**config.mk**
```make
export PLATFORM = sky130hd
export DESIGN_NAME = ram_stream_reader
export DESIGN_NICKNAME = d
export VERILOG_FILES = /design/src/rtl/ram_stream_reader.sv
export SDC_FILE = /design/constraint.sdc
export NUM_CORES = 1
export LEC_CHECK = 0
export CAP_MARGIN = 20
export CORE_MARGIN = 1.5
export CORE_UTILIZATION = 30
export CTS_CLUSTER_SIZE = 24
export DETAILED_ROUTE_END_ITERATION = 16
export SLEW_MARGIN = 20
export SYNTH_ARGS = -nofsm -noshare
export SYNTH_HDL_FRONTEND = slang
export SYNTH_SLANG_ARGS = --single-unit
```
**constraint.sdc**
```tcl
create_clock -name rd_clk -period 2.55 [get_ports rd_clk]
set_input_delay 0.6375 -clock rd_clk [delete_from_list [all_inputs] [get_ports rd_clk]]
set_output_delay 0.6375 -clock rd_clk [all_outputs]
set_load 0.02 [all_outputs]
```
**src/rtl/ram_stream_reader.sv**
```systemverilog
// ram_stream_reader
//   Read-side engine for the ram1024x8 simple dual-port RAM. A command
//   (start address, byte count) is turned into a run of RAM reads. The
//   returned bytes go through a small FIFO and out on a valid/ready stream.
//   The FIFO is sized so that full throughput is kept despite the RAM read
//   latency.
//
//   Build option: define RAM_RD_OUTREG_EN when the RAM is built with
//   OUTPUT_REG=1. The read latency is then 2 instead of 1, and the FIFO is one
//   entry deeper.
//
// Ports
//   rd_clk, rd_rst         clock and synchronous active-high reset
//   cmd_valid/cmd_ready    command handshake; cmd_addr first address,
//                          cmd_len byte count (0 legal)
//   ram_rd_addr            registered read address to the RAM
//   ram_rd_data            read data from the RAM (LAT cycles after address)
//   m_data/m_valid/m_ready stream output; m_last marks a command's final beat
//   busy                   command in progress
//   done                   one-cycle pulse when a command completes
//   dbg_state              current FSM state for checkers
//
// Handshakes: a transfer happens on a rising edge where valid and ready are
// both 1. A producer holds valid and payload stable until that edge.
module ram_stream_reader #(
  parameter int ADDR_WIDTH = 10,
  parameter int DATA_WIDTH = 8,
  parameter int LEN_WIDTH  = 11
) (
  input  logic                  rd_clk,
  input  logic                  rd_rst,
  input  logic                  cmd_valid,
  output logic                  cmd_ready,
  input  logic [ADDR_WIDTH-1:0] cmd_addr,
  input  logic [LEN_WIDTH-1:0]  cmd_len,
  output logic [ADDR_WIDTH-1:0] ram_rd_addr,
  input  logic [DATA_WIDTH-1:0] ram_rd_data,
  output logic [DATA_WIDTH-1:0] m_data,
  output logic                  m_valid,
  input  logic                  m_ready,
  output logic                  m_last,
  output logic                  busy,
  output logic                  done,
  output logic [1:0]            dbg_state
);

`ifdef RAM_RD_OUTREG_EN
  localparam int LAT = 2;
`else
  localparam int LAT = 1;
`endif
  localparam int DEPTH = LAT + 1;
  localparam int PTR_W = $clog2(DEPTH);
  localparam int CNT_W = $clog2(DEPTH + 1);
  localparam int LD_W  = CNT_W + 1;

  typedef enum logic [1:0] {
    S_IDLE  = 2'd0,
    S_READ  = 2'd1,
    S_DRAIN = 2'd2
  } state_t;

  state_t                state_q, state_d;
  logic [ADDR_WIDTH-1:0] addr_q, addr_d;
  logic [LEN_WIDTH-1:0]  rem_q, rem_d;
  logic [LAT-1:0]        tag_v_q, tag_v_d;
  logic [LAT-1:0]        tag_last_q, tag_last_d;
  logic [DATA_WIDTH-1:0] fifo_data_q [DEPTH];
  logic [DATA_WIDTH-1:0] fifo_data_d [DEPTH];
  logic                  fifo_last_q [DEPTH];
  logic                  fifo_last_d [DEPTH];
  logic [PTR_W-1:0]      wr_ptr_q, wr_ptr_d;
  logic [PTR_W-1:0]      rd_ptr_q, rd_ptr_d;
  logic [CNT_W-1:0]      count_q, count_d;
  logic                  done_q, done_d;

  logic                  fifo_nonempty;
  logic                  push;
  logic                  pop;
  logic [CNT_W-1:0]      inflight;
  logic [LD_W-1:0]       load;
  logic                  credit;
  logic                  issue;

  function automatic logic [PTR_W-1:0] ptr_inc(input logic [PTR_W-1:0] p);
    return (p == PTR_W'(DEPTH - 1)) ? '0 : p + 1'b1;
  endfunction

  assign fifo_nonempty = (count_q != '0);
  assign pop           = fifo_nonempty && m_ready;
  // The oldest tag has reached the end of the RAM pipe: its data is on
  // ram_rd_data now and is captured at the end of this cycle.
  assign push          = tag_v_q[LAT-1];

  always_comb begin
    inflight = '0;
    for (int i = 0; i < LAT; i++) begin
      inflight = inflight + CNT_W'(tag_v_q[i]);
    end
  end

  // A beat leaving this cycle frees its slot before any new read can land
  // (the earliest landing is LAT cycles away), so it is excluded from the
  // load. This is what lets one read per cycle continue while m_ready=1.
  assign load   = LD_W'(count_q) - LD_W'(pop) + LD_W'(inflight);
  assign credit = (load < LD_W'(DEPTH));
  assign issue  = (state_q == S_READ) && credit;

  // Next-state and command/address logic
  always_comb begin
    state_d = state_q;
    addr_d  = addr_q;
    rem_d   = rem_q;
    done_d  = pop && m_last;
    unique case (state_q)
      S_IDLE: begin
        if (cmd_valid) begin
          addr_d = cmd_addr;
          rem_d  = cmd_len;
          if (cmd_len != '0) state_d = S_READ;
          else               done_d  = 1'b1;
        end
      end
      S_READ: begin
        if (issue) begin
          addr_d = addr_q + 1'b1;
          rem_d  = rem_q - 1'b1;
          if (rem_q == LEN_WIDTH'(1)) state_d = S_DRAIN;
        end
      end
      S_DRAIN: begin
        if (inflight == '0 && !fifo_nonempty) state_d = S_IDLE;
      end
      default: state_d = S_IDLE;
    endcase
  end

  // In-flight tag pipe and output FIFO
  always_comb begin
    tag_v_d       = '0;
    tag_last_d    = '0;
    tag_v_d[0]    = issue;
    tag_last_d[0] = issue && (rem_q == LEN_WIDTH'(1));
    for (int i = 1; i < LAT; i++) begin
      tag_v_d[i]    = tag_v_q[i-1];
      tag_last_d[i] = tag_last_q[i-1];
    end

    fifo_data_d = fifo_data_q;
    fifo_last_d = fifo_last_q;
    wr_ptr_d    = wr_ptr_q;
    rd_ptr_d    = rd_ptr_q;
    count_d     = count_q + CNT_W'(push) - CNT_W'(pop);
    if (push) begin
      fifo_data_d[wr_ptr_q] = ram_rd_data;
      fifo_last_d[wr_ptr_q] = tag_last_q[LAT-1];
      wr_ptr_d              = ptr_inc(wr_ptr_q);
    end
    if (pop) rd_ptr_d = ptr_inc(rd_ptr_q);
  end

  always_ff @(posedge rd_clk) begin
    if (rd_rst) begin
      state_q    <= S_IDLE;
      addr_q     <= '0;
      rem_q      <= '0;
      tag_v_q    <= '0;
      tag_last_q <= '0;
      wr_ptr_q   <= '0;
      rd_ptr_q   <= '0;
      count_q    <= '0;
      done_q     <= 1'b0;
      for (int i = 0; i < DEPTH; i++) begin
        fifo_data_q[i] <= '0;
        fifo_last_q[i] <= 1'b0;
      end
    end else begin
      state_q     <= state_d;
      addr_q      <= addr_d;
      rem_q       <= rem_d;
      tag_v_q     <= tag_v_d;
      tag_last_q  <= tag_last_d;
      wr_ptr_q    <= wr_ptr_d;
      rd_ptr_q    <= rd_ptr_d;
      count_q     <= count_d;
      done_q      <= done_d;
      fifo_data_q <= fifo_data_d;
      fifo_last_q <= fifo_last_d;
    end
  end

  // The address register doubles as the read pointer: in READ the RAM is
  // reading addr_q in the current cycle whether or not a tag is issued. Reads
  // without a tag are simply discarded.
  assign ram_rd_addr = addr_q;
  assign cmd_ready   = (state_q == S_IDLE) && !rd_rst;
  assign m_valid     = fifo_nonempty;
  assign m_data      = fifo_nonempty ? fifo_data_q[rd_ptr_q] : '0;
  assign m_last      = fifo_nonempty && fifo_last_q[rd_ptr_q];
  assign busy        = (state_q != S_IDLE);
  assign done        = done_q;
  assign dbg_state   = state_q;

endmodule

```
## Yosys cells after proc, flatten, opt, wreduce, memory -nomap -nowiden

Index checks and enable logic that the tools add are counted.

| storage, ports and cells | value |
|---|---|
| memory bits (writable) | 0 |
| latch bits | 0 |
| bits in read-only memories | 0 |
| memories | 0 |
| bits in registers | 48 |
| word-level logic and storage cells | 83 |
| input port bits | 33 |
| output and inout bits | 25 |

| cells by class | value |
|---|---|
| shifts and indexed selects | 0 |
| mux-type cells | 30 |
| $lt $le $gt $ge | 4 |
| equality and inequality tests | 8 |
| div/mod/pow operators | 0 |
| bitwise gates (word level) | 2 |
| reductions and logical operators | 18 |
| $add $sub $neg | 8 |
| $mul | 0 |

Operators by type and width:

| operator | count |
|---|---|
| 8-bit two-way mux | 5 |
| 11-bit two-way mux | 2 |
| 11-bit one-hot mux with 2 select lines | 1 |
| 10-bit two-way mux | 2 |
| 10-bit one-hot mux with 2 select lines | 1 |
| 16-bit bitwise mux | 1 |
| 11-bit by 1-bit equality test with 1-bit output (second input constant) | 1 |
| 11-bit nonzero test | 1 |
| 11-bit by 1-bit subtractor with 11-bit output (second input constant) | 1 |
| 10-bit by 1-bit adder with 10-bit output (second input constant) | 1 |
| 2-bit two-way mux | 5 |
| 1-bit two-way mux | 9 |
| 8-bit demux with 1-bit select | 1 |
| 1-bit logical AND | 8 |
| 2-bit != test (second input constant) | 4 |
| 2-bit one-hot mux with 3 select lines | 1 |
| 2-bit nonzero test | 3 |
| 5-bit AND reduction | 1 |
| 2-bit greater-or-equal comparator (second input constant) | 2 |
| 2-bit zero test | 2 |
| 1-bit inverter with 2-bit output | 2 |
| 3-bit by 1-bit adder with 3-bit output | 1 |
| 3-bit by 2-bit less-than comparator with 1-bit output (second input constant) | 1 |
| 3-bit AND reduction | 1 |
| other kinds (11) | 13 |

## Depth between registers and ports, before layout

Gate-level depths: netlist of run 1.

| logic depth | value |
|---|---|
| depth after elaboration | 9 |
| gate-level depth with buffers | 12 |
| depth with buffers taken out | 10 |

## Worst setup path before layout of run 1

OpenSTA, ideal clock, no wires.

| timing | value |
|---|---|
| kind | input -> register |
| start | in m_ready |
| end | reg addr_q[2], in the netlist ram_rd_addr[2] |
| arrival | 2.595 ns |
| stages | 10 |
| library setup time | 0.070 ns |
| path buffers | 1 |
| setup slack | -0.116 ns |
| required time | 2.480 ns |
| cell sequence | nor2b_1 -> ha_1 -> inv_1 -> ha_1 -> fa_1 -> xnor2_1 -> o31a_1 -> clkbuf_1 -> o21ai_0 -> a21oi_1 |

| between the ends | value |
|---|---|
| longest elaborated chain between the ends | 7 |

RTL lines:

| item | RTL line | source |
|---|---|---|
| from (decl) | 40 | `input logic m_ready,` |
| 1-bit logical AND | 90 | `assign pop = fifo_nonempty && m_ready;` |
| 2-bit by 1-bit subtractor with 3-bit output | 105 | `assign load = LD_W'(count_q) - LD_W'(pop) + LD_W'(inflight);` |
| 3-bit by 1-bit adder with 3-bit output | 105 |  |
| 3-bit by 2-bit less-than comparator with 1-bit output | 106 | `assign credit = (load < LD_W'(DEPTH));` |
| 1-bit logical AND | 107 | `assign issue = (state_q == S_READ) && credit;` |
| 2-bit != test (no line) | -- |  |
| 3-bit AND reduction (no line) | -- |  |
| to (signal assigned) | 179 | `addr_q <= addr_d;` |
| to (decl) | 64 | `logic [ADDR_WIDTH-1:0] addr_q, addr_d;` |

No other way between the ends.
A chain may end at the register's enable or synchronous reset.

## Final worst setup path of run 1

| timing | value |
|---|---|
| start | in m_ready |
| end | reg addr_q[2], in the netlist ram_rd_addr[2] |

| between the ends | value |
|---|---|
| longest elaborated chain between the ends | 7 |

RTL lines:

| item | RTL line | source |
|---|---|---|
| 1-bit logical AND | 90 |  |
| via pop | 79 | `logic pop;` |
| 2-bit by 1-bit subtractor with 3-bit output | 105 |  |
| 3-bit by 1-bit adder with 3-bit output | 105 |  |
| 3-bit by 2-bit less-than comparator with 1-bit output | 106 |  |
| 1-bit logical AND | 107 |  |
| 2-bit != test (no line) | -- |  |
| 3-bit AND reduction (no line) | -- |  |

The timed path passes the listed nets, and every way through them passes these cells.

==> results.json, run 1 <==
{
  "syn_inst": 319,
  "fin_util_pct": 45.6,
  "die_x_microns": 93.9,
  "syn_area_sq_mm": 0.00248,
  "die_h_microns": 93.9,
  "leakage_nw": 1.22,
  "grt_overflow_total": 0,
  "finalWirelength_mm": 7.46,
  "synth_adder_area_share_pct": 3.33,
  "cts_tree": "yes",
  "critPathMaxFanout": 7,
  "synth-seq-cells": 48,
  "setup_slack_ns": 0.0558,
  "place.gp.congestion": 0.849,
  "htreeDepth": 2,
  "critical_path.startpoint_type": "primary input",
  "synth_edf_count": 0,
  "clkTransAtPathRegs_ns": 0.09,
  "fin_crit_ns": 2.49,
  "drv_slew": 0,
  "place_hpwl_mm": 4.59,
  "fmax_ghz": 0.401,
  "place_ws_ns": -0.718,
  "reg2reg_depth": 11,
  "worst_setup_path_end_kind": "flop",
  "synth-main-ff-cell": "dfxtp_1",
  "drc": 0,
  "grt_use_total_pct": 16.9,
  "antennaDiodeCount": 0,
  "fp.coreArea_sq_mm": 0.00785,
  "r2r_slack_ns": 0.07,
  "grt_first_pass_wirelength_mm": 11.9,
  "layout_worst_path_cycle_share_pct": 97.8,
  "worst_slew_pin_slew_ns": 0.658,
  "async_flop_share_pct": 0,
  "clockBufferDepth": 2,
  "yosysUniqueCellTypes": 47,
  "hold_viol": 0,
  "num_vias": 2591,
  "synth_xor_area_share_pct": 0.706,
  "slew_headroom_pct": 55.9,
  "maxCapViolCount": 0,
  "drive_gt1_share_pct": 15.2,
  "r2r-start": "count_q[0]",
  "drtIter0Drc": 128,
  "grt_pass1_vias": 2356,
  "top_usage_layer": "met2",
  "whs_ns": 0.459,
  "met1_usage_pct": 24.1,
  "wl_per_cell_microns": 15.3,
  "die_area_sq_mm": 0.00882,
  "min_path_type": "reg -> reg",
  "use_met3_pct": 2.83,
  "cts_buffers": 5,
  "dr.pass1.iters": 4,
  "fin_skew_ns": 0.0129,
  "syn2layout_area_growth_pct": 44.1,
  "final_cell_mix": "clkdlybuf4s50_1, dfxtp_1, nand2_1",
  "synthMuxAreaShare_pct": 3.63,
  "grtUsageMet2_pct": 26.4,
  "rows": 32,
  "vias_per_cell": 5.30,
  "nFillCells": 806,
  "grt_start_max_net_pins": 49,
  "min_to": "fifo_data_q[14]",
  "synth_compound_area_share_pct": 22.7,
  "initial_core_util_pct": 31.6,
  "worstPathArrival_ns": 2.74,
  "fin_area_sq_mm": 0.00357,
  "required_ns": 2.79,
  "ant_nets": 0,
  "synth_top_family_by_area": "simple AND/OR/NAND/NOR gates",
  "total_power_mw": 3.54,
  "power_density_mw_per_mm2": 991,
  "place.port_buffers": 57,
  "synth_nets": 358,
  "ios": 58,
  "status": "finished, final reports clean",
  "max-vdd-ir-drop_v": 0.000376,
  "hold_buffers": 0,
  "hold_depth": 2,
  "fin_nets": 425,
  "cts_root_buffer": "clkbuf_8",
  "multi_input_area_sq_mm": 0.00152,
  "ys_seq_area_share_pct": 38.7,
  "rsz0062_at_grt": "true",
  "seqCellArea_sq_um": 966,
  "clk_latency_ns": 0.32,
  "synth-simple-area-share_pct": 25.5,
  "clkSinkCount": 48,
  "ys_warn_count": 0,
  "r2r-end": "ram_rd_addr[2]",
  "worstHoldStart": "fifo_data_q[14]",
  "grt_antenna_before_repair": 0,
  "placed_cell_area_sq_mm": 0.00324,
  "worst-setup-path-type": "in -> reg",
  "synthesis.area_per_instance_sq_um": 7.77,
  "layout_commonest_cell": "clkdlybuf4s50_1",
  "setup-violations-final": 0
}
[Yosys cell counts (all sizes together) (2+ instances only)]
master	n	area share, %
clkbuf	10	1.5
nor4	9	2.5
or2	2	0.50
a211oi	3	0.91
inv	11	1.7
o211ai	2	0.61
mux2i	9	3.6
a221oi	2	0.96
buf	10	2.2
a311oi	4	1.4
a21oi	42	8.5
nand4	3	0.76
ha	5	2.5
nor2	22	3.3
nand3	15	3.0
or4	3	1.1
o31ai	3	1.1
o21ai	26	5.2
nor3	8	1.6
and2	8	2.0
xnor2	2	0.71
o32ai	3	1.1
nand2b	4	1.0
or3b	2	0.71
nand2	45	6.8
dfxtp	48	39
nor2b	4	1.0
nand3b	2	0.61
a21o	3	0.91
[kinds of logic after synthesis]
family	Yosys count
AOI/OAI and AO/OA	94
buffers and inverters	31
muxes	9
DFF	48
xor gates and xnor gates	2
and+or+nand+nor	129
adders and majority gates	6
[metrics by stage]
stage / setup TNS, ns / cells
after floorplan: 0 / 319
after global placement: -13.57 / 472
after detailed placement: -14.72 / 472
after CTS: 0 / 486
after global routing: -0.345 / 489
final: 0 / 489
[worst max-delay path by stage]
stage / from / endpoint / slack, ns / cells after the start
after floorplan: m_ready / rem_q[0] / 0.004 / 9
after detailed placement: m_ready / rem_q[2] / -0.72 / 10
after CTS: count_q[1] / rem_q[0] / 0.001 / 12
final: m_ready / ram_rd_addr[2] / 0.06 / 11
after global routing: count_q[0] / ram_rd_addr[2] / -0.04 / 11
after global placement: m_ready / rem_q[2] / -0.62 / 10
[registers in the layout, summed over array words and instances (netlist names)]
| register | flops |
|---|---|
| fifo_data_q | 16 |
| tag_last_q | 1 |
| dbg_state | 2 |
| ram_rd_addr | 10 |
| count_q | 2 |
| fifo_last_q | 2 |
| rd_ptr_q | 1 |
| rem_q | 11 |
| wr_ptr_q | 1 |
| done | 1 |
| push | 1 |
[what timing repair did]
item	CTS	global route
buffers inserted	3	4
cloned	3	1
gates resized for setup	13	23
setup endpoints to repair	25	19
endpoints found under the hold margin	0	0
pin swaps	11	16
[power breakdown]
part	leakage (nW)	switching (mW)	internal, mW
clock network	0.0583	0.294	0.296
registers	0.393	0.161	0.898
logic	0.770	0.974	0.919
[critical path, cell delays in order]
cell and delay (ns):
buf_2 0.11, nor2b_4 0.13, ha_4 0.26, inv_2 0.04
ha_4 0.15, fa_2 0.43, xnor2_4 0.17, buf_6 0.14
o31a_4 0.39, a21o_1 0.17, a21oi_2 0.12
[per-layer routing]
metal  vias to the layer above  part of all wire [%]
met5                         -                     0
met3                         7                   4.4
met4                         0                  0.84
met1                      1225                    48
li1                       1273                     -
met2                        86                    47
[cell type report]
class / count / share of cell area (%)
inverters: 11 / 1.16
repair buffers: 79 / 22.5
well taps: 102 / 3.57
multi-input cells: 241 / 42.5
clock inverters: 3 / 1.33
flip-flops and latches: 48 / 27.0
clock buffers: 5 / 1.93
(Power assumes the default switching activity.)
==> inputs of run 2 (changes only) <==
--- a/config.mk
+++ b/config.mk
@@ -12,2 +12,3 @@
 export DETAILED_ROUTE_END_ITERATION = 16
+export SKIP_LAST_GASP = 1
 export SLEW_MARGIN = 20
--- a/constraint.sdc
+++ b/constraint.sdc
@@ -3,2 +3,2 @@
 set_output_delay 0.6375 -clock rd_clk [all_outputs]
-set_load 0.02 [all_outputs]
+set_load 0.05 [all_outputs]
==> results.json, run 2 (synthesis gave the netlist of run 1 again) <==
{
  "status": "finished, final reports clean",
  "grt_antenna_before_repair": 0,
  "hold_viol": 0,
  "layout_commonest_cell": "dfxtp_1",
  "die_area_sq_mm": 0.00882,
  "rows": 32,
  "leakage_nw": 1.20,
  "hold_buffers": 0,
  "clkTransAtPathRegs_ns": 0.10,
  "switchingPower_mw": 1.46,
  "finalSetupTns_ns": 0,
  "setup_slack_ns": 0.0562,
  "rsz0062_at_grt": "true",
  "worstPathArrival_ns": 2.72,
  "dp_cells": 469,
  "worst_setup_path_end_kind": "flop",
  "maxCapViolCount": 0,
  "htreeDepth": 2,
  "fin_crit_ns": 2.49,
  "largest-register": "fifo_data_q",
  "cts_tree": "yes",
  "swShare_pct": 42.4,
  "grt_start_max_net_pins": 48,
  "drv_slew": 0,
  "ant_nets": 0,
  "initial_core_util_pct": 31.6,
  "drive_gt1_share_pct": 15.4,
  "worst-setup-path-type": "in -> reg",
  "power_density_mw_per_mm2": 998,
  "vias_per_cell": 5.23,
  "wl_per_cell_microns": 14.4,
  "fp.coreArea_sq_mm": 0.00785,
  "grt_overflow_total": 0,
  "grt_first_pass_wirelength_mm": 11.6,
  "worst_slew_pin_slew_ns": 0.621,
  "setup-violations-final": 0,
  "combPwrFrac_pct": 51.8,
  "largest_reg_flops": 16,
  "place_hpwl_mm": 4.47,
  "place.port_buffers": 57,
  "final_cell_mix": "dfxtp_1, nand2_1, clkdlybuf4s50_1",
  "fin_skew_ns": 0.00508,
  "dr.pass1.iters": 4,
  "fmax_ghz": 0.401,
  "num_vias": 2531,
  "die_x_microns": 93.9,
  "instances_no_fill": 484,
  "die_h_microns": 93.9,
  "clockBufferDepth": 2,
  "drc": 0,
  "slew_headroom_pct": 58.4,
  "min_path_type": "reg -> reg",
  "power.internal_mw": 1.98,
  "grt_use_total_pct": 16.5,
  "critPathMaxFanout": 7,
  "layout_worst_path_cycle_share_pct": 97.8,
  "critical_path.startpoint_type": "primary input",
  "power.share.sequential_pct": 31.4,
  "ios": 58,
  "nFillCells": 816,
  "place.gp.congestion": 0.825,
  "syn2layout_area_growth_pct": 39.0,
  "cts_buffers": 5,
  "grt_pass1_vias": 2325,
  "fin_util_pct": 43.9,
  "cts_root_buffer": "clkbuf_8",
  "drtIter0Drc": 110,
  "clk_latency_ns": 0.31,
  "place_ws_ns": -0.651,
  "finalWirelength_mm": 6.98,
  "p_clk_share_pct": 16.8,
  "fin_nets": 420,
  "required_ns": 2.77,
  "antennaDiodeCount": 0,
  "r2r_slack_ns": 0.08,
  "clkSinkCount": 48,
  "max-vdd-ir-drop_v": 0.000344
}
==> run 2: cell types whose count changed in the layout (fill, tap and decap cells not counted), moves of 2 or more <==
cell and change:
a21oi_1 +4, buf_6 -3, clkinv_4 -2, o21ai_1 -2
a21oi_2 -4, clkdlybuf4s50_1 -12, buf_4 +10, o21ai_0 +3
==> run 2: per-stage QoR <==
stage / area, sq um / hold slack, ns / total power [mW]
finish: 3450 / 0.461 / 3.44
floorplan: 2530 / 0.432 / 2.15
global route: 3450 / 0.484 / 3.66
global placement: 3180 / 0.441 / 2.56
detailed placement: 3180 / 0.445 / 2.57
CTS: 3440 / 0.461 / 3.47
==> run 2: final timing paths <==
| kind | start | to | depth (start not counted) |
|---|---|---|---|
| max | m_ready | rem_q[9] | 12 |
| max reg2reg | count_q[0] | rem_q[9] | 12 |
| min | fifo_data_q[10] | fifo_data_q[10] | 2 |
| min reg2reg | fifo_data_q[10] | fifo_data_q[10] | 2 |
==> run 2: final cells by class <==
| class | instances | area [sq um] | share of cell area [%] |
|---|---|---|---|
| repair buffers | 75 | 732 | 21.2 |
| well taps | 102 | 128 | 3.70 |
| clock inverters | 3 | 46.3 | 1.34 |
| clock buffers | 5 | 68.8 | 2.00 |
| flip-flops and latches | 48 | 963 | 27.9 |
| inverters | 11 | 41.3 | 1.20 |
| multi-input cells | 240 | 1470 | 42.6 |
==> run 2: per-layer routing <==
layer	vias up	share of wire, %	track usage (%)
met5	-	0	0
met4	0	1.5	5.22
met3	11	5.2	2.83
met2	68	46	26.1
met1	1186	48	22.8
li1	1266	-	-
==> run 2: what timing repair did <==
action,CTS,global route
endpoints found under the setup margin,25,17
pin swaps,7,8
gates cloned,3,0
buffers inserted,4,2
gates resized for setup,12,8
==> run 2: power groups by stage <==
stage | sequential, mW | clock (mW) | combinational [mW]
after floorplan | 1.16 | 0 | 0.997
after global placement | 1.08 | 0 | 1.48
after detailed placement | 1.08 | 0 | 1.49
after CTS | 1.07 | 0.598 | 1.80
after global routing | 1.10 | 0.627 | 1.93
final | 1.08 | 0.577 | 1.78
==> run 2: critical path, cell delays in order <==
cell      delay [ns]
buf_2           0.10
nor2b_4         0.13
ha_4            0.25
inv_1           0.03
ha_2            0.17
fa_2            0.40
xnor2_4         0.16
o31ai_4         0.28
buf_4           0.18
buf_16          0.12
a21oi_1         0.06
a211oi_1        0.19
